<file path="src/rtl/led_pkg.sv">
// Shared constants and state encoding for the LED driver frame-buffer logic.
package led_pkg;

  localparam int ADDR_W = 9;
  localparam int DATA_W = 16;
  localparam int LINE_W = 5;
  localparam int COLS   = 16;
  localparam int COL_W  = $clog2(COLS);

  typedef enum logic [1:0] {
    IDLE,
    RD,
    WSLOT,
    DRAIN
  } fb_state_t;

endpackage

</file>
<file path="src/rtl/fb_scan_arbiter_if.sv">
// Request, SRAM and line-buffer signals of the frame SRAM arbiter.
// slave = arbiter side, master = scan timing / host / SRAM side.
interface fb_scan_arbiter_if #(
  parameter int ADDR_W = led_pkg::ADDR_W,
  parameter int DATA_W = led_pkg::DATA_W,
  parameter int LINE_W = led_pkg::LINE_W
);

  logic              line_start;
  logic [LINE_W-1:0] line_idx;
  logic              fetch_done;
  logic              overrun;

  logic              wr_req;
  logic [ADDR_W-1:0] wr_addr;
  logic [DATA_W-1:0] wr_data;
  logic              wr_ack;

  logic              sram_cen_n;
  logic              sram_wen_n;
  logic [ADDR_W-1:0] sram_addr;
  logic [DATA_W-1:0] sram_d;
  logic [DATA_W-1:0] sram_q;

  logic              lb_we;
  logic [3:0]        lb_idx;
  logic [DATA_W-1:0] lb_data;

  modport slave (
    input  line_start, line_idx, wr_req, wr_addr, wr_data, sram_q,
    output fetch_done, overrun, wr_ack,
           sram_cen_n, sram_wen_n, sram_addr, sram_d,
           lb_we, lb_idx, lb_data
  );

  modport master (
    output line_start, line_idx, wr_req, wr_addr, wr_data, sram_q,
    input  fetch_done, overrun, wr_ack,
           sram_cen_n, sram_wen_n, sram_addr, sram_d,
           lb_we, lb_idx, lb_data
  );

endinterface

</file>
<file path="src/rtl/lb_capture_pipe.sv">
// Aligns SRAM read data with its column: one stage covers the SRAM read
// latency, the second registers the line-buffer write and fetch_done.
module lb_capture_pipe #(
  parameter int DATA_W = led_pkg::DATA_W
) (
  input  logic              GCK,
  input  logic              rst,
  input  logic              issue_valid,
  input  logic [3:0]        issue_col,
  input  logic [DATA_W-1:0] sram_q,
  output logic              lb_we,
  output logic [3:0]        lb_idx,
  output logic [DATA_W-1:0] lb_data,
  output logic              fetch_done,
  output logic              last_pending
);
  import led_pkg::*;

  localparam logic [3:0] COL_LAST = 4'(COLS - 1);

  logic       s0_valid_reg;
  logic [3:0] s0_col_reg;

  // The final column is one edge away from landing in the line buffer.
  assign last_pending = s0_valid_reg && (s0_col_reg == COL_LAST);

  always_ff @(posedge GCK or posedge rst) begin
    if (rst) begin
      s0_valid_reg <= 1'b0;
      s0_col_reg   <= '0;
      lb_we        <= 1'b0;
      lb_idx       <= '0;
      lb_data      <= '0;
      fetch_done   <= 1'b0;
    end else begin
      s0_valid_reg <= issue_valid;
      s0_col_reg   <= issue_col;
      lb_we        <= s0_valid_reg;
      fetch_done   <= last_pending;
      if (s0_valid_reg) begin
        lb_idx  <= s0_col_reg;
        lb_data <= sram_q;
      end
    end
  end

endmodule

</file>
<file path="src/rtl/fb_scan_arbiter.sv">
// Frame SRAM scheduler: 16-word scanline prefetch bursts plus host writes.
// Define FB_SCAN_WR_STARVE_EN to allow a one-cycle write slot mid-burst.
module fb_scan_arbiter #(
  parameter int ADDR_W      = led_pkg::ADDR_W,
  parameter int DATA_W      = led_pkg::DATA_W,
  parameter int LINE_W      = led_pkg::LINE_W,
  parameter int WR_WAIT_MAX = 4
) (
  input  logic               GCK,
  input  logic               rst,
  fb_scan_arbiter_if.slave   bus
);
  import led_pkg::*;

  localparam logic [COL_W-1:0] COL_LAST = COL_W'(COLS - 1);

  if (ADDR_W != LINE_W + COL_W) begin : g_bad_addr_w
    $error("fb_scan_arbiter: ADDR_W must equal LINE_W + 4");
  end
  if (WR_WAIT_MAX < 1 || WR_WAIT_MAX > 15) begin : g_bad_wait_max
    $error("fb_scan_arbiter: WR_WAIT_MAX must be in 1..15");
  end

  fb_state_t         state_reg;
  logic [LINE_W-1:0] line_reg;
  logic [COL_W-1:0]  col_reg;
  logic [3:0]        wait_reg;
  logic              issue_reg;
  logic [COL_W-1:0]  issue_col_reg;

  logic wr_ok;
  logic starve;
  logic do_read;
  logic do_write;
  logic last_pending;

  // A request still high during its ack cycle is the old one; skip it.
  assign wr_ok = bus.wr_req && !bus.wr_ack;

`ifdef FB_SCAN_WR_STARVE_EN
  assign starve = wr_ok && (wait_reg >= 4'(WR_WAIT_MAX));
`else
  assign starve = 1'b0;
`endif

  always_comb begin
    do_read  = 1'b0;
    do_write = 1'b0;
    case (state_reg)
      IDLE:  do_write = !bus.line_start && wr_ok;
      RD: begin
        do_write = starve;
        do_read  = !starve;
      end
      WSLOT: do_read = 1'b1;
      default: ;
    endcase
  end

  always_ff @(posedge GCK or posedge rst) begin
    if (rst) begin
      state_reg      <= IDLE;
      line_reg       <= '0;
      col_reg        <= '0;
      wait_reg       <= '0;
      issue_reg      <= 1'b0;
      issue_col_reg  <= '0;
      bus.sram_cen_n <= 1'b1;
      bus.sram_wen_n <= 1'b1;
      bus.sram_addr  <= '0;
      bus.sram_d     <= '0;
      bus.wr_ack     <= 1'b0;
      bus.overrun    <= 1'b0;
    end else begin
      bus.sram_cen_n <= 1'b1;
      bus.sram_wen_n <= 1'b1;
      bus.wr_ack     <= 1'b0;
      issue_reg      <= 1'b0;

      if (bus.line_start && state_reg != IDLE) begin
        bus.overrun <= 1'b1;
      end

      if (do_write || bus.wr_ack) begin
        wait_reg <= '0;
      end else if (bus.wr_req && wait_reg != 4'hF) begin
        wait_reg <= wait_reg + 4'd1;
      end

      if (do_write) begin
        bus.sram_cen_n <= 1'b0;
        bus.sram_wen_n <= 1'b0;
        bus.sram_addr  <= bus.wr_addr;
        bus.sram_d     <= bus.wr_data;
        bus.wr_ack     <= 1'b1;
      end

      if (do_read) begin
        bus.sram_cen_n <= 1'b0;
        bus.sram_addr  <= {line_reg, col_reg};
        issue_reg      <= 1'b1;
        issue_col_reg  <= col_reg;
        col_reg        <= col_reg + 1'b1;
      end

      // WSLOT is the cycle the granted write occupies the SRAM port.
      case (state_reg)
        IDLE: begin
          if (bus.line_start) begin
            state_reg <= RD;
            line_reg  <= bus.line_idx;
            col_reg   <= '0;
          end
        end
        RD: begin
          if (starve) begin
            state_reg <= WSLOT;
          end else if (col_reg == COL_LAST) begin
            state_reg <= DRAIN;
          end
        end
        WSLOT:   state_reg <= (col_reg == COL_LAST) ? DRAIN : RD;
        DRAIN:   if (last_pending) state_reg <= IDLE;
        default: state_reg <= IDLE;
      endcase
    end
  end

  lb_capture_pipe #(
    .DATA_W (DATA_W)
  ) u_capture (
    .GCK          (GCK),
    .rst          (rst),
    .issue_valid  (issue_reg),
    .issue_col    (issue_col_reg),
    .sram_q       (bus.sram_q),
    .lb_we        (bus.lb_we),
    .lb_idx       (bus.lb_idx),
    .lb_data      (bus.lb_data),
    .fetch_done   (bus.fetch_done),
    .last_pending (last_pending)
  );

endmodule

</file>
<file path="src/flat_wrapper.sv">
// flat-port wrapper written by rule: the top's interface ports become plain ports
module fb_scan_arbiter_flat import led_pkg::*;
#(
  parameter int ADDR_W      = led_pkg::ADDR_W,
  parameter int DATA_W      = led_pkg::DATA_W,
  parameter int LINE_W      = led_pkg::LINE_W,
  parameter int WR_WAIT_MAX = 4
)
  (GCK, rst, bus_line_start, bus_line_idx, bus_wr_req, bus_wr_addr, bus_wr_data, bus_sram_q, bus_fetch_done, bus_overrun, bus_wr_ack, bus_sram_cen_n, bus_sram_wen_n, bus_sram_addr, bus_sram_d, bus_lb_we, bus_lb_idx, bus_lb_data);
  fb_scan_arbiter_if #(.ADDR_W(ADDR_W), .DATA_W(DATA_W), .LINE_W(LINE_W)) bus_i ();
  input  logic GCK;
  input  logic rst;
  input wire logic [$bits(bus_i.line_start)-1:0] bus_line_start;
  input wire logic [$bits(bus_i.line_idx)-1:0] bus_line_idx;
  input wire logic [$bits(bus_i.wr_req)-1:0] bus_wr_req;
  input wire logic [$bits(bus_i.wr_addr)-1:0] bus_wr_addr;
  input wire logic [$bits(bus_i.wr_data)-1:0] bus_wr_data;
  input wire logic [$bits(bus_i.sram_q)-1:0] bus_sram_q;
  output wire logic [$bits(bus_i.fetch_done)-1:0] bus_fetch_done;
  output wire logic [$bits(bus_i.overrun)-1:0] bus_overrun;
  output wire logic [$bits(bus_i.wr_ack)-1:0] bus_wr_ack;
  output wire logic [$bits(bus_i.sram_cen_n)-1:0] bus_sram_cen_n;
  output wire logic [$bits(bus_i.sram_wen_n)-1:0] bus_sram_wen_n;
  output wire logic [$bits(bus_i.sram_addr)-1:0] bus_sram_addr;
  output wire logic [$bits(bus_i.sram_d)-1:0] bus_sram_d;
  output wire logic [$bits(bus_i.lb_we)-1:0] bus_lb_we;
  output wire logic [$bits(bus_i.lb_idx)-1:0] bus_lb_idx;
  output wire logic [$bits(bus_i.lb_data)-1:0] bus_lb_data;
  assign bus_i.line_start = bus_line_start;
  assign bus_i.line_idx = bus_line_idx;
  assign bus_i.wr_req = bus_wr_req;
  assign bus_i.wr_addr = bus_wr_addr;
  assign bus_i.wr_data = bus_wr_data;
  assign bus_i.sram_q = bus_sram_q;
  assign bus_fetch_done = bus_i.fetch_done;
  assign bus_overrun = bus_i.overrun;
  assign bus_wr_ack = bus_i.wr_ack;
  assign bus_sram_cen_n = bus_i.sram_cen_n;
  assign bus_sram_wen_n = bus_i.sram_wen_n;
  assign bus_sram_addr = bus_i.sram_addr;
  assign bus_sram_d = bus_i.sram_d;
  assign bus_lb_we = bus_i.lb_we;
  assign bus_lb_idx = bus_i.lb_idx;
  assign bus_lb_data = bus_i.lb_data;
  fb_scan_arbiter #(.ADDR_W(ADDR_W), .DATA_W(DATA_W), .LINE_W(LINE_W), .WR_WAIT_MAX(WR_WAIT_MAX)) u_core (.GCK(GCK), .rst(rst), .bus(bus_i));
endmodule
</file>
<file path="config.mk">
export PLATFORM = sky130hd
export DESIGN_NAME = fb_scan_arbiter_flat
export DESIGN_NICKNAME = d
export VERILOG_FILES = /design/src/rtl/led_pkg.sv /design/src/rtl/fb_scan_arbiter_if.sv /design/src/rtl/lb_capture_pipe.sv /design/src/rtl/fb_scan_arbiter.sv /design/src/flat_wrapper.sv
export SDC_FILE = /design/constraint.sdc
export NUM_CORES = 1
export LEC_CHECK = 0
export CORE_ASPECT_RATIO = 0.7
export CORE_UTILIZATION = 40
export DETAILED_ROUTE_END_ITERATION = 12
export GPL_TIMING_DRIVEN = 0
export PLACE_DENSITY = 0.75
export SYNTH_ARGS = -nofsm -noshare
export SYNTH_HDL_FRONTEND = slang
export SYNTH_SLANG_ARGS = --single-unit
</file>
<file path="constraint.sdc">
create_clock -name GCK -period 2.27 [get_ports GCK]
set_clock_uncertainty 0.1 [all_clocks]
set_input_delay 0.227 -clock GCK [delete_from_list [all_inputs] [get_ports GCK]]
set_output_delay 0.227 -clock GCK [all_outputs]
set_load 0.01 [all_outputs]
</file>
Word-level counts from Yosys, hierarchy flattened
Index checks and enable logic that the tools add are counted.
{ "classes": {"n_addsub": 1, "eq_ne": 8, "n_mux": 16, "reduce_logical": 12} }
{ "ops": {"columns": ["cell", "count"], "rows": [
  ["2-to-1 mux 9 bit", 2],
  ["2-to-1 mux 4 bit", 3],
  ["equality test 4 bit (second input constant)", 2],
  ["2-to-1 mux 2 bit", 4],
  ["case mux 2 bit (4 select lines)", 1],
  ["2-to-1 mux 1 bit", 6],
  ["adder 4 x 1 -> 4 bit (second input constant)", 1],
  ["equality test 2 bit (second input constant)", 2],
  ["logical AND 1 bit", 4],
  ["inequality test 2 bit (second input constant)", 2],
  ["nonzero test 2 bit", 2],
  ["AND reduction 3 bit", 1],
  ["equality test 2 x 1 -> 1 bit (second input constant)", 1],
  ["zero test 1 bit", 2],
  ["zero test 2 bit", 1],
  ["inequality test 2 x 1 -> 1 bit (second input constant)", 1],
  ["AND reduction 2 bit", 1],
  ["OR reduction 2 bit", 1]
]} }
{ "totals": {"ff_bits": 72, "input_bits": 50, "output_inout_bits": 51, "word_cells": 54} }

Logic depth before layout (Yosys ltp)
{ "depth": {"word_depth": 6, "ltp_mapped": 8} }

Hierarchy
Synthesis repeated with hierarchy kept, for this count alone.
{ "hier_totals": {"hier_cells": 197, "hier_area_um2": 2896.5} }
{ "by_module_without_submodules": {"columns": ["mod", "n_inst", "cells_each", "area_per_inst_um2"], "rows": [
  ["fb_scan_arbiter", 1, 143, 1891.8],
  ["lb_capture_pipe", 1, 54, 1004.7]
]} }

Worst setup path after synthesis
No wires, ideal clock.
{ "synth_timing": {"path_kind": "register to register", "start": "register u_core.state_reg[0]", "end": "register u_core.bus.sram_d[0] (netlist bit)", "setup_ps": 125, "arrival_ps": 1662, "required_ps": 2045, "slack_ps": 383, "path_stages_with_launch": 8, "n_path_buf": 2, "period_less_slack_ps": 1887, "path_cell_list": "dfrtp_1 > inv_1 > ha_1 > nand2b_4 > nor3b_2 > buf_6 > buf_12 > mux2_2"} }
{ "synth_between": {"elab_chain_cells": 2} }
{ "synth_lines": {"columns": ["element", "line", "source"], "rows": [
  ["start: declaration", "fb_scan_arbiter.sv:24", "fb_state_t state_reg;"],
  ["start signal: assignment", "fb_scan_arbiter.sv:122", "WSLOT: state_reg <= (col_reg == COL_LAST) ? DRAIN : RD;"],
  ["zero test 2 bit", "fb_scan_arbiter.sv:49", "case (state_reg)"],
  ["2-to-1 mux 1 bit", "fb_scan_arbiter.sv:49", null],
  ["end signal: assignment", "fb_scan_arbiter.sv:94", "bus.sram_d <= bus.wr_data;"],
  ["end: declaration", "fb_scan_arbiter_if.sv:32", "sram_cen_n, sram_wen_n, sram_addr, sram_d,"]
]} }
No other way between the ends.
A chain may end at the register's enable or synchronous reset.

Worst setup path in the final report
{ "layout_timing": {"start": "register u_core.state_reg[1]", "end": "register u_core.bus.sram_d[1] (netlist bit)"} }
Same word-level chain as after synthesis.

==> impl_metrics.env <==
export IMPL_path_buf_inv=3
export IMPL_start_util_pct=41.5
export IMPL_syn_nets=250
export IMPL_layout_min_cycle_time_ps=2140
export IMPL_grt_antenna_before_repair=0
export IMPL_critPathMaxFanout=10
export IMPL_ys_seq_area_share_pct=64.3
export IMPL_slew_violations=0
export IMPL_worstPathCellList="inv_1 > ha_1 > nand2b_4 > nor3b_2 > buf_6 > buf_12 > mux2_2"
export IMPL_power_density_nw_per_um2=1360
export IMPL_top_regs="u_core.bus.sram_d x16, u_core.u_capture.lb_data x16, u_core.bus.sram_addr x9"
export IMPL_worst_path_stages=7
export IMPL_synth_top_area_share_pct=62.5
export IMPL_drv_cap=0
export IMPL_synth_cell_types=25
export IMPL_cts_resized=0
export IMPL_peakVddDrop_mv=0.524
export IMPL_drtAntennaViolNets=0
export IMPL_n_antenna_cell=0
export IMPL_cpPeakStageDelay_ps=460
export IMPL_cts_buffers=9
export IMPL_relSlewSlack_pct=42.0
export IMPL_grt_pass1_wl_um=8570
export IMPL_fillCellCount=561
export IMPL_die_x_um=102
export IMPL_rsz0062_at_grt="false"
export IMPL_die_y_um=72.1
export IMPL_crit_path_start_kind="flip-flop"
export IMPL_r2r_cells=7
export IMPL_overflow=0
export IMPL_core_area_um2=6760
export IMPL_endpoint_kind="flip-flop"
export IMPL_grt_pass1_vias=1750
export IMPL_setup_tns_ps=0
export IMPL_dpl_hpwl_um=3870
export IMPL_portBuffers=100
export IMPL_arrival_ps=2270
export IMPL_vias_per_cell=4.53
export IMPL_hp_class="flip-flop to flip-flop"
export IMPL_cts_buffer_depth=2
export IMPL_p_leak_nw=1.73
export IMPL_h_tree_depth=3
export IMPL_outcome="finished, final reports clean"
export IMPL_drive_above_1_share_pct=20.6
export IMPL_wl_per_cell_um=13.6
export IMPL_num_vias=1831
export IMPL_postSynthAreaPerCell_um2=14.5
export IMPL_clk_latency_ps=340
export IMPL_cpMaxStageDelayCell="dfrtp_1"
export IMPL_synthesis_area_um2=2800
export IMPL_post_cts_buffers=0
export IMPL_fmax_mhz=467
export IMPL_placed_area_um2=3930
export IMPL_drc_errors=0
export IMPL_die_area_um2=7350
export IMPL_cts_tree="done"
export IMPL_first_pass_iters=4
export IMPL_synth_ff_latch_count=72
export IMPL_finalInstanceArea_um2=4120
export IMPL_ctsHoldBuffers=0
export IMPL_synth_area_top_cells="dfrtp_1 (62%), mux2_2 (16%), mux2i_1 (3.9%)"
export IMPL_ios=101
export IMPL_area_growth_pct=46.9
export IMPL_rows=25
export IMPL_clock_sinks=72
export IMPL_fin_nets=361
export IMPL_regArea_um2=1800
export IMPL_cp_top_family="flip-flops"
export IMPL_netlist_instances=194
export IMPL_path_class="flip-flop to flip-flop"
export IMPL_finalCritPeriodShare_pct=94.4
export IMPL_synth_top_area_cell="dfrtp_1"
export IMPL_clkTransAtPathRegs_ps=80
export IMPL_synth_warnings=0
export IMPL_place_gp_congestion=0.716
export IMPL_worst_slew_pin_slew_ps=870
export IMPL_critical_path_required_ps=2400
export IMPL_routed_wl_um=5480
export IMPL_multi_input_area_um2=892
export IMPL_track_usage_pct=15.8
export IMPL_drtIter0Drc=56
export IMPL_finalSetupViolations=0
export IMPL_final_hold_violation_count=0
export IMPL_whs_path_depth=0
export IMPL_clock_tree_root_cell="clkbuf_8"
export IMPL_grt_max_degree=73
==> cells in the final DEF, fill, tap and decap left out, types with 2 or more instances in the layout <==
cell and n:
clkdlybuf4s50_1 100, nand4_1 2, nand3_1 2, clkbuf_1 5
xor2_1 2, clkinvlp_4 2, inv_1 9, buf_12 2
o21ai_1 9, nand2_1 13, o21ai_0 6, dfstp_2 2
clkbuf_8 9, nor2_1 2, a21oi_1 4, ha_1 6
dfrtp_1 70, mux2_2 40, mux2i_1 11
==> synthesized netlist by cell type (all sizes together) <==
| cell | instances |
|---|---|
| a21o | 1 |
| a21oi | 4 |
| a31oi | 1 |
| a41oi | 1 |
| and3 | 1 |
| buf | 4 |
| clkbuf | 4 |
| dfrtp | 70 |
| dfstp | 2 |
| ha | 6 |
| inv | 10 |
| mux2 | 40 |
| mux2i | 11 |
| nand2 | 13 |
| nand2b | 1 |
| nand3 | 2 |
| nand4 | 2 |
| nor2 | 2 |
| nor3b | 1 |
| o21ai | 15 |
| xnor2 | 1 |
| xor2 | 2 |
==> per-stage QoR <==
step	utilization (%)	hold WS, ps	setup slack, ps	total power [mW]	std cells
2_1_floorplan	-	214	121	3.46	194
3_3_place_gp	58.1	236	-1060	4.58	388
3_5_place_dp	58.1	235	124	4.67	388
4_1_cts	61.0	251	96.6	5.67	404
5_1_grt	61.0	261	24.4	5.97	404
6_report	61.0	250	127	5.59	404
==> where the power goes <==
part           internal (mW)  switching, mW  total (mW)
combinational           1.39           1.00        2.39
sequential              1.89          0.321        2.22
clock                  0.511          0.475       0.987
total                   3.79           1.80        5.59
==> layout make-up <==
cell class	instances	area share, %
clock inverter	6	1.64
multi-input combinational	104	21.7
tap	94	2.85
inverter	10	0.972
sequential	72	43.8
buffer	8	1.70
clock buffer	10	3.10
timing repair buffer	100	24.3
==> worst register-to-register path, stage by stage, from the launching register on <==
cell and delay (ps):
dfrtp_1 460, inv_1 110, ha_1 370, nand2b_4 110, nor3b_2 200, buf_6 190
buf_12 150, mux2_2 350
==> layer usage <==
metal	global-route usage (%)	vias to the layer above	share of wire, %
met3	6.84	6	9.2
met4	6.19	0	0.93
met2	23.1	76	42
li1	-	890	-
met5	0	-	0
met1	20.7	859	48
==> final timing paths <==
kind                                                 start                                       to  slack [ps]
setup / recovery           u_core.state_reg[1]$_DFFE_PP0P_         u_core.bus.sram_d[1]$_DFFE_PP0P_         130
hold / removal                  u_core.issue_reg$_DFF_PP0_  u_core.u_capture.s0_valid_reg$_DFF_PP0_         250
setup reg to reg           u_core.state_reg[1]$_DFFE_PP0P_         u_core.bus.sram_d[1]$_DFFE_PP0P_         130
hold reg to reg                 u_core.issue_reg$_DFF_PP0_  u_core.u_capture.s0_valid_reg$_DFF_PP0_         250
max in group asynchronous                              rst              u_core.col_reg[2]$_DFF_PP0_        1180
min in group asynchronous                              rst        u_core.bus.sram_d[12]$_DFFE_PP0P_         320
==> logic make-up after synthesis <==
| family | synth area share [%] |
|---|---|
| AO/OA/AOI/OAI | 4.19 |
| XOR/XNOR | 0.937 |
| adder cells (fa/ha/maj) | 2.68 |
| buffers and inverters | 3.84 |
| flip-flops | 64.3 |
| multiplexers | 20.0 |
| AND/OR/NAND/NOR | 4.02 |
(Power assumes the default switching activity.)
